### config.mk
export PLATFORM = sky130hd
export DESIGN_NAME = bht_write_ctrl
export DESIGN_NICKNAME = d
export VERILOG_FILES = /design/src/rtl/bht_write_ctrl.sv
export SDC_FILE = /design/constraint.sdc
export NUM_CORES = 1
export LEC_CHECK = 0
export BUFFER_PORTS_ARGS = -buffer_cell sky130_fd_sc_hd__buf_2
export CORE_ASPECT_RATIO = 1.5
export CORE_MARGIN = 2
export CORE_UTILIZATION = 50
export DETAILED_ROUTE_END_ITERATION = 8
export PLACE_DENSITY = 0.71
export SLEW_MARGIN = 10
export SYNTH_ARGS = -nofsm -noshare
export SYNTH_HDL_FRONTEND = slang
export SYNTH_SLANG_ARGS = --single-unit
export TNS_END_PERCENT = 10
### constraint.sdc
create_clock -name CLK -period 1.8 [get_ports CLK]
set_clock_uncertainty 0.05 [all_clocks]
set_input_delay 0.18 -clock CLK [delete_from_list [all_inputs] [get_ports CLK]]
set_output_delay 0.18 -clock CLK [all_outputs]
set_load 0.01 [all_outputs]
### src/rtl/bht_write_ctrl.sv
// Single write port of the branch history table: clears the table after
// reset/invalidate, then arbitrates counter updates against queued allocations.
module bht_write_ctrl (
    input  logic        CLK,
    input  logic        nrst,
    input  logic        inv_all,
    input  logic        alloc_valid,
    input  logic [3:0]  alloc_set,
    input  logic [5:0]  alloc_tag,
    input  logic [9:0]  alloc_target,
    input  logic        alloc_jump,
    output logic        alloc_ready,
    input  logic        upd_valid,
    input  logic [3:0]  upd_set,
    input  logic [1:0]  upd_way,
    input  logic [18:0] upd_entry,
    input  logic        upd_taken,
    output logic        ht_we,
    output logic [5:0]  ht_waddr,
    output logic [18:0] ht_wdata,
    output logic        init_busy
);

    typedef enum logic {S_INIT, S_RUN} state_t;

    typedef struct packed {
        logic [3:0] set;
        logic [5:0] tag;
        logic [9:0] target;
        logic       jump;
    } alloc_req_t;

    state_t                 state;
    logic [5:0]             init_idx;
    alloc_req_t [1:0]       fifo_q;
    logic [1:0]             count;
    logic [15:0][1:0]       ptr;

    alloc_req_t             req;
    alloc_req_t             head;
    logic                   upd_go;
    logic                   push;
    logic                   pop;
    logic [1:0]             push_slot;
    logic [1:0]             ctr_nxt;

    assign alloc_ready = (state == S_RUN) && (count != 2'd2);
    assign init_busy   = (state == S_INIT);

    assign req       = '{set: alloc_set, tag: alloc_tag, target: alloc_target, jump: alloc_jump};
    assign head      = fifo_q[0];
    assign upd_go    = upd_valid && upd_entry[18];
    assign push      = alloc_valid && alloc_ready;
    assign pop       = (state == S_RUN) && !upd_go && (count != 2'd0);
    // A simultaneous pop frees slot 0 before the new entry lands.
    assign push_slot = count - {1'b0, pop};

    always_comb begin
        ctr_nxt = upd_entry[1:0];
        if (upd_taken) begin
            if (upd_entry[1:0] != 2'b11) ctr_nxt = upd_entry[1:0] + 2'd1;
        end else begin
            if (upd_entry[1:0] != 2'b00) ctr_nxt = upd_entry[1:0] - 2'd1;
        end
    end

    always_ff @(posedge CLK or negedge nrst) begin
        if (!nrst) begin
            state    <= S_INIT;
            init_idx <= '0;
            fifo_q   <= '0;
            count    <= '0;
            ptr      <= '0;
            ht_we    <= 1'b0;
            ht_waddr <= '0;
            ht_wdata <= '0;
        end else if (inv_all) begin
            state    <= S_INIT;
            init_idx <= '0;
            count    <= '0;
            ptr      <= '0;
            ht_we    <= 1'b0;
        end else begin
            case (state)
                S_INIT: begin
                    ht_we    <= 1'b1;
                    ht_waddr <= init_idx;
                    ht_wdata <= '0;
                    init_idx <= init_idx + 6'd1;
                    if (init_idx == 6'd63) state <= S_RUN;
                end
                S_RUN: begin
                    ht_we <= 1'b0;
                    if (upd_go) begin
                        ht_we    <= 1'b1;
                        ht_waddr <= {upd_set, upd_way};
                        ht_wdata <= {upd_entry[18:2], ctr_nxt};
                    end else if (pop) begin
                        ht_we          <= 1'b1;
                        ht_waddr       <= {head.set, ptr[head.set]};
                        ht_wdata       <= {1'b1, head.tag, head.target,
                                           head.jump ? 2'b11 : 2'b01};
                        ptr[head.set]  <= ptr[head.set] + 2'd1;
                    end
                    if (pop)  fifo_q[0]            <= fifo_q[1];
                    if (push) fifo_q[push_slot[0]] <= req;
                    count <= count + {1'b0, push} - {1'b0, pop};
                end
                default: state <= S_INIT;
            endcase
        end
    end

endmodule

* After elaboration in Yosys (flattened, before gate mapping)
Index checks and enable logic that the tools add are counted.
** Word-level totals
- Register bits after elaboration :: 109
- Input port bits :: 52
- Output and inout port bits :: 28
- Word-level logic and storage cells :: 102
** Cells by class
- $add $sub $neg :: 7
- $lt $le $gt $ge :: 4
- Equality and inequality tests :: 6
- Muxes and demuxes :: 37
- Bitwise gates (word level) :: 2
- Reduce and logical (&&, ||, !) cells :: 16
** Operator list (number)
- two-way mux 32 bit :: 4
- two-way mux 21 bit :: 5
- bitwise mux 42 bit :: 1
- two-way mux 19 bit :: 2
- case mux 19 bit (2 select lines) :: 1
- bitwise mux 32 bit :: 1
- two-way mux 6 bit :: 4
- demux 21 bit (select 1 bit) :: 1
- two-way mux 2 bit :: 8
- case mux 6 bit (2 select lines) :: 1
- binary-select mux 2 bit (select 4 bit) :: 1
- demux 2 bit (select 4 bit) :: 1
- != test 2 bit (second input constant) :: 4
- nonzero test 2 bit :: 4
- logical AND 1 bit :: 7
- adder 6 x 1 -> 6 bit (second input constant) :: 1
- == test 6 bit (second input constant) :: 1
- two-way mux 1 bit :: 6
- AND reduction 3 bit :: 2
- less-than comparator 4 x 5 -> 1 bit (second input constant) :: 1
- adder 2 x 1 -> 2 bit (second input constant) :: 2
- greater-or-equal comparator 4 x 1 -> 1 bit (second input constant) :: 1
- AND reduction 2 bit :: 2
- != test 3 x 1 -> 1 bit (second input constant) :: 1
- other kinds (9) :: 10

* Depth between registers and ports, before layout
Gate-level depths: netlist of the first run.
- Depth in word-level cells :: 11
- Mapped depth :: 11
- Gate-level depth less buffers :: 10

* Worst setup path after synthesis of the first run
OpenSTA, ideal clock, no wires.
- Kind :: flip-flop to flip-flop
- From :: register count[0]
- To :: register count[1]
- Data arrival time :: 1789 ps
- Setup slack :: -171 ps
- Cell stages (with the launch flop) :: 12
- Buffers on the path :: 1
- Period minus slack after synthesis :: 1971 ps
- Cell sequence :: dfrtp_1 -> or2_2 -> clkbuf_1 -> nand2_1 -> inv_1 -> ha_1 -> inv_1 -> ha_1 -> xnor2_1 -> nor2_1 -> xnor2_1 -> nor2_1
** On the way
- Cells in the longest elaborated chain, start to end :: 7
** RTL lines
- start, declared :: line 36 : logic [1:0] count;
- start signal, assigned :: line 107 : count <= count + {1'b0, push} - {1'b0, pop};
- != test 2 bit :: line 47 : assign alloc_ready = (state == S_RUN) && (count != 2'd2);
- logical AND 1 bit :: line 47
- logical AND 1 bit :: line 53 : assign push = alloc_valid && alloc_ready;
- adder 2 x 1 -> 2 bit :: line 107
- subtractor 2 x 1 -> 2 bit * :: line 107
- two-way mux 2 bit * :: line 84 : case (state)
- two-way mux 2 bit * :: line 77 : end else if (inv_all) begin
Every way passes the cells marked *; elsewhere a longest branch is shown, timed or not. The select of a mux whose other input is x is not followed.
A chain may end at the register's enable or synchronous reset.

* Final worst setup path of the first run
- From :: register fifo_q[17] (netlist name)
- To :: register ht_waddr[0]
** On the way
- Cells in the longest elaborated chain, start to end :: 5
** RTL lines
- start, declared :: line 35 : alloc_req_t [1:0] fifo_q;
- start signal, assigned by index :: line 106 : if (push) fifo_q[push_slot[0]] <= req;
- binary-select mux 2 bit (select 4 bit) :: line 100 : ht_waddr <= {head.set, ptr[head.set]};
- two-way mux 2 bit (implied by the code) :: line 100
- two-way mux 6 bit :: line 98 : end else if (pop) begin
- two-way mux 6 bit :: line 94 : if (upd_go) begin
- case mux 6 bit (2 select lines) :: line 84
- end signal, assigned :: line 87 : ht_waddr <= init_idx;
- end signal, assigned :: line 96 : ht_waddr <= {upd_set, upd_way};
- end signal, assigned :: line 100
- end, declared :: line 19 : output logic [5:0] ht_waddr,
Every way passes these cells. The select of a mux whose other input is x is not followed.

==> flow_metrics.env, run 1 <==
export IMPL_numPortBuffers=79
export IMPL_path_cells="buf_6, mux4_2, mux2i_4, mux2i_1, a221o_1"
export IMPL_dp_slack_ns=-0.197
export IMPL_clockBufferDepth=2
export IMPL_met2_usage_pct=41.4
export IMPL_slew_viol_final=0
export IMPL_grt_max_degree=51
export IMPL_drive_gt1_share_pct=35.6
export IMPL_clkPwrFrac_pct=40.9
export IMPL_synthCells=470
export IMPL_yosysSeqAreaShare_pct=51.9
export IMPL_tns_ns=-2.93
export IMPL_synth_xor_area_share_pct=1.86
export IMPL_ys_seq_elements=109
export IMPL_track_usage_pct=24.2
export IMPL_finalSetupViolCount=30
export IMPL_critPathTopFamily="multiplexers"
export IMPL_rows=45
export IMPL_grt_use_met3_pct=4.71
export IMPL_clock_latency_ns=0.35
export IMPL_finalNetCount=628
export IMPL_synth_top_family_by_area="compound AO/OA/AOI/OAI gates"
export IMPL_synth_area_top_cells="dfrtp_1, mux2i_1, a2bb2oi_1"
export IMPL_syn_area_sq_um=5250
export IMPL_synth_common_cells="dfrtp_1, a21oi_1, nand2_1"
export IMPL_initial_core_util_pct=51.5
export IMPL_sw_frac_of_total_pct=24.7
export IMPL_grt_ovfl_total=0
export IMPL_yosys_warnings=0
export IMPL_dp_cells=702
export IMPL_max_freq_mhz=516
export IMPL_p_int_mw=3.65
export IMPL_vias=4247
export IMPL_slew_headroom_pct=72.8
export IMPL_synth_most_common_cell="dfrtp_1"
export IMPL_cts_sinks=109
export IMPL_syn_to_final_growth_pct=24.5
export IMPL_status="complete, but fails checks"
export IMPL_synthDistinctLibCells=45
export IMPL_stdcell_count=719
export IMPL_power_mw=4.85
export IMPL_core_sq_um=10200
export IMPL_die_h_um=130
export IMPL_min_path_type="primary input to register"
export IMPL_power_frac_seq_pct=51.8
export IMPL_syn_num_nets=525
export IMPL_drc=0
export IMPL_n_fill_cell=826
export IMPL_grt_pass1_vias=4321
export IMPL_drtIter0Drc=295
export IMPL_grt_busiest_layer="met2"
export IMPL_finalHoldViolations=0
export IMPL_cts_root_buf="clkbuf_16"
export IMPL_cpMaxStageDelayCell="mux4_2"
export IMPL_max_stage_delay_ns=0.51
export IMPL_avgViaCountPerCell=5.91
export IMPL_dieArea_sq_um=11400
export IMPL_cp_data_required_time_ns=1.98
export IMPL_synthSimpleGateAreaFrac_pct=9.20
export IMPL_rsz0062_at_grt="yes"
export IMPL_antenna_found_initial=0
export IMPL_peakVddDrop_mv=0.514
export IMPL_worst_setup_path_end_kind="register"
export IMPL_cts_buffers=9
export IMPL_die_x_um=87.7
export IMPL_wl_per_cell_um=18.7
export IMPL_synth_compound_area_share_pct=19.0
export IMPL_worstPathMaxFanout=3
export IMPL_switchingPower_mw=1.20
export IMPL_crit_arrival_ns=2.12
export IMPL_finalWeightedCongestion=0.862
export IMPL_timing_final_crit_share_pct=108
export IMPL_synth_main_ff_cell="dfrtp_1"
export IMPL_violations="negative setup slack"
export IMPL_antenna_cells=0
export IMPL_synth_mux_area_share_pct=13.4
export IMPL_grt_pass1_wl_mm=21.2
export IMPL_start_kind="register"
export IMPL_path_clk_slew_ns=0.08
export IMPL_dp_hpwl_mm=9.52
export IMPL_power_per_cell_area_nw_per_um2=742
export IMPL_cts_tree="built"
export IMPL_routed_wl_mm=13.4
export IMPL_synth_edf_count=0
export IMPL_synth_top_area_share_pct=51.9
export IMPL_synth_adder_area_share_pct=0.905
export IMPL_io_pins=80
export IMPL_max_cap_violations=0
export IMPL_drt_pre_antenna_iters=4
export IMPL_p_leak_nw=3.02
export IMPL_syn_area_per_cell_sq_um=11.2
export IMPL_p_comb_share_pct=7.3
export IMPL_tightest_slew_ns=0.407
export IMPL_ant_nets=0
export IMPL_worstPathBufferInverterCount=1
export IMPL_async_reset_ff_share_pct=100
export IMPL_use_met1_pct=29.9
export IMPL_yosysTopAreaCell="dfrtp_1"
export IMPL_finalCriticalPeriod_ns=1.94
export IMPL_layout_setup_ws_ns=-0.139
export IMPL_critPathKind="register to register"
export IMPL_h_tree_depth=3
==> cells in the final DEF, fill, tap and decap left out, types with 3 or more instances in the layout <==
cell,n
dfrtp_1,106
buf_2,78
buf_4,44
a21oi_1,35
nand2_1,34
o21ai_0,34
a2bb2oi_1,23
nor2_1,22
o22ai_1,21
mux2i_1,20
nand3_1,18
a311oi_2,16
mux2_2,15
clkbuf_16,9
mux4_2,8
inv_1,6
xnor2_1,6
mux2_1,6
a21o_1,5
buf_12,5
nor2b_1,4
a311oi_1,4
mux2i_4,4
buf_6,4
nor3_1,3
and2_1,3
dfrtp_2,3
==> flip-flops by register name, indices dropped and copies added, names as in the netlist <==
name and cells:
ht_we 1, ht_wdata 19, init_idx 6, count 2
ht_waddr 6, fifo_q 42, ptr 32, state 1
==> repair_timing <==
| item | in CTS | in global routing |
|---|---|---|
| setup endpoints to repair | 65 | 73 |
| buffers inserted | 0 | 0 |
| hold buffers | 1 | 0 |
| hold endpoints to repair | 24 | 0 |
| resized for setup | 14 | 11 |
| pin swaps | 3 | 3 |
==> per-stage QoR <==
stage / hold slack, ns / area [sq um] / util (%)
2_1_floorplan: -0.166 / 5270 / -
3_3_place_gp: 0.0750 / 6130 / 60.2
3_5_place_dp: 0.0827 / 6130 / 60.2
4_1_cts: 0.00755 / 6490 / 63.7
5_1_grt: 0.0168 / 6540 / 64.2
6_report: 0.0164 / 6540 / 64.2
==> cell type report <==
cell class	count	area, sq um	area share, %
clock buffer	10	239	3.65
clock inverter	6	65.1	0.995
inverter	7	27.5	0.421
multi-input combinational	314	2420	37.1
sequential	109	2730	41.8
tap	141	176	2.70
timing repair buffer	132	876	13.4
==> power groups by stage <==
stage	Sequential [mW]	Combinational, mW	Clock [mW]
floorplan	2.55	0.151	0
global placement	2.56	0.338	0
detailed placement	2.56	0.347	0
CTS	2.51	0.354	2.01
global route	2.52	0.388	2.12
finish	2.51	0.354	1.98
==> worst paths after layout <==
path                                   start      endpoint  slack, ns  cells past startpoint
worst max-delay path              fifo_q[17]   ht_waddr[0]      -0.14                      5
worst min-delay path            alloc_set[2]    fifo_q[40]       0.02                      2
worst max register to register    fifo_q[17]   ht_waddr[0]      -0.14                      5
worst min register to register  ht_wdata[18]  ht_wdata[18]       0.42                      2
max in group asynchronous               nrst    fifo_q[17]       0.85                      3
min in group asynchronous               nrst         state       0.25                      2
==> per-layer routing <==
metal	wire, um	part of all wire [%]	vias to the layer above
li1	-	-	1951
met1	5430	40	2134
met2	7110	53	138
met3	635	4.7	24
met4	238	1.8	0
met5	0	0	-
==> logic make-up after synthesis <==
| logic type | count (synthesis) |
|---|---|
| mux | 53 |
| fa+ha+maj | 4 |
| simple gates | 103 |
| xor+xnor | 9 |
| compound gates | 145 |
| flops | 109 |
| buf+inv | 47 |
Note: power is estimated with default switching activity, not from simulation.
==> inputs of run 2 (changes only) <==
Settings changed: PLACE_DENSITY 0.71 to 0.69, SETUP_SLACK_MARGIN from default to 0.2.
Clock period 1.8 ns to 2.07 ns, I/O delays scaled along.
==> flow_metrics.env, run 2 (synthesis results as in run 1) <==
export IMPL_cts_buffers=9
export IMPL_rows=45
export IMPL_dieArea_sq_um=11400
export IMPL_rsz0062_at_grt="yes"
export IMPL_worstPathMaxFanout=8
export IMPL_cts_sinks=109
export IMPL_dp_slack_ns=0.0917
export IMPL_grt_pass1_wl_mm=21.4
export IMPL_crit_path_end="ptr[3]"
export IMPL_die_x_um=87.7
export IMPL_multiInputGateArea_sq_um=2430
export IMPL_finalCriticalPeriod_ns=1.94
export IMPL_grt_max_degree=42
export IMPL_worst_setup_path_end_kind="register"
export IMPL_cpMaxStageDelayCell="mux4_2"
export IMPL_p_leak_nw=2.93
export IMPL_finalHoldViolations=0
export IMPL_grt_pass1_vias=4258
export IMPL_status="completed"
export IMPL_rr_worst_depth=6
export IMPL_drtIter0Drc=284
export IMPL_path_clk_slew_ns=0.07
export IMPL_power_per_cell_area_nw_per_um2=643
export IMPL_r2r_slack_ns=0.13
export IMPL_timing_final_crit_share_pct=93.6
export IMPL_cts_tree="built"
export IMPL_use_met1_pct=31.6
export IMPL_dp_hpwl_mm=9.36
export IMPL_r2r_end="ptr[3]"
export IMPL_cts_root_buf="clkbuf_16"
export IMPL_max_freq_mhz=516
export IMPL_core_sq_um=10200
export IMPL_finalNetCount=618
export IMPL_grt_ovfl_total=0
export IMPL_ant_nets=0
export IMPL_clockBufferDepth=2
export IMPL_met2_usage_pct=40.2
export IMPL_mostFrequentLayoutCells="dfrtp_1, buf_2, buf_4"
export IMPL_track_usage_pct=24.3
export IMPL_slew_headroom_pct=61.2
export IMPL_finalSetupViolCount=0
export IMPL_mostFrequentLayoutCell="dfrtp_1"
export IMPL_regArea_sq_um=2730
export IMPL_finalWeightedCongestion=0.853
export IMPL_cp_data_required_time_ns=2.22
export IMPL_largest_register="fifo_q"
export IMPL_crit_arrival_ns=2.09
export IMPL_drive_gt1_share_pct=35.2
export IMPL_die_h_um=130
export IMPL_wl_per_cell_um=18.6
export IMPL_peakVddDrop_mv=0.420
export IMPL_drc=0
export IMPL_n_fill_cell=826
export IMPL_drt_pre_antenna_iters=4
export IMPL_r2r_start="fifo_q[17]"
export IMPL_critPathKind="register to register"
export IMPL_antenna_found_initial=0
export IMPL_initial_core_util_pct=51.5
export IMPL_power_mw=4.14
export IMPL_avgViaCountPerCell=5.83
export IMPL_tightest_slew_ns=0.581
export IMPL_io_pins=80
export IMPL_largestRegisters="fifo_q x42, ptr x32, ht_wdata x19"
export IMPL_layout_setup_ws_ns=0.132
export IMPL_path_cells="buf_6, mux4_2, mux2i_4, xnor2_1, buf_4, a311oi_2"
export IMPL_slew_viol_final=0
export IMPL_numPortBuffers=79
export IMPL_vias=4130
export IMPL_tns_ns=0
export IMPL_h_tree_depth=3
export IMPL_min_path_type="primary input to register"
export IMPL_largest_register_ff_count=42
export IMPL_syn_to_final_growth_pct=22.6
export IMPL_cp_startpoint="fifo_q[17]"
export IMPL_max_cap_violations=0
export IMPL_routed_wl_mm=13.2
export IMPL_clock_latency_ns=0.35
export IMPL_max_stage_delay_ns=0.52
export IMPL_grt_busiest_layer="met2"
export IMPL_grt_use_met3_pct=4.46
export IMPL_start_kind="register"
export IMPL_antenna_cells=0
==> run 2: changes by cell type in the layout (fill, tap and decap cells not counted), sizes merged <==
cell and change:
buf -10, clkbuf -1, clkinv -2, clkinvlp +3
==> run 2: worst max-delay path, delay by kind of cell (launching register included) <==
kind | cells | cell delay (ns)
xor gates and xnor gates | 1 | 0.15
buffers and inverters | 2 | 0.35
DFF | 1 | 0.41
muxes | 2 | 0.73
AOI/OAI and AO/OA | 1 | 0.10
==> run 2: area by class of cell <==
type / count / share of cell area, %
clock inverters: 7 / 0.914
repair buffers: 122 / 12.3
clock buffers: 9 / 3.50
multi-input cells: 314 / 37.7
flip-flops and latches: 109 / 42.4
well taps: 141 / 2.74
inverters: 7 / 0.428
==> run 2: worst min path at each step <==
stage                       from         end  slack, ns  cells after the start
CTS                 alloc_set[1]  fifo_q[39]       0.04                      2
detailed placement          nrst     ptr[31]       0.19                      1
global placement            nrst     ptr[13]       0.18                      1
global route        alloc_tag[0]  fifo_q[32]       0.06                      2
floorplan                   nrst    count[0]      -0.14                      0
finish              alloc_set[1]  fifo_q[39]       0.04                      2
==> run 2: layer usage <==
layer	vias to the layer above	part of all wire [%]
met5	-	0
met4	0	2.9
met3	27	4.5
met2	125	51
met1	2054	41
li1	1924	-
==> run 2: where the power goes <==
| group | internal [mW] | leakage (nW) | switching (mW) | total (mW) |
|---|---|---|---|---|
| sequential | 2.16 | 1.50 | 0.0281 | 2.18 |
| clock | 0.836 | 0.132 | 0.817 | 1.65 |
| combinational | 0.128 | 1.30 | 0.174 | 0.301 |
==> run 2: through the flow <==
stage | hold WS (ns) | std cells | util, % | cell area [sq um]
2_1_floorplan | -0.139 | 470 | - | 5270
3_3_place_gp | 0.175 | 688 | 59.1 | 6030
3_5_place_dp | 0.186 | 688 | 59.1 | 6030
4_1_cts | 0.0408 | 705 | 62.1 | 6320
5_1_grt | 0.0561 | 709 | 63.2 | 6440
6_report | 0.0442 | 709 | 63.2 | 6440
==> run 2: timing repair <==
item | in CTS | in global routing
pin swaps | 1 | 10
buffers inserted | 0 | 4
endpoints found under the setup margin | 43 | 101
gates resized for setup | 2 | 25
endpoints found under the hold margin | 39 | 0
hold buffers | 1 | 0
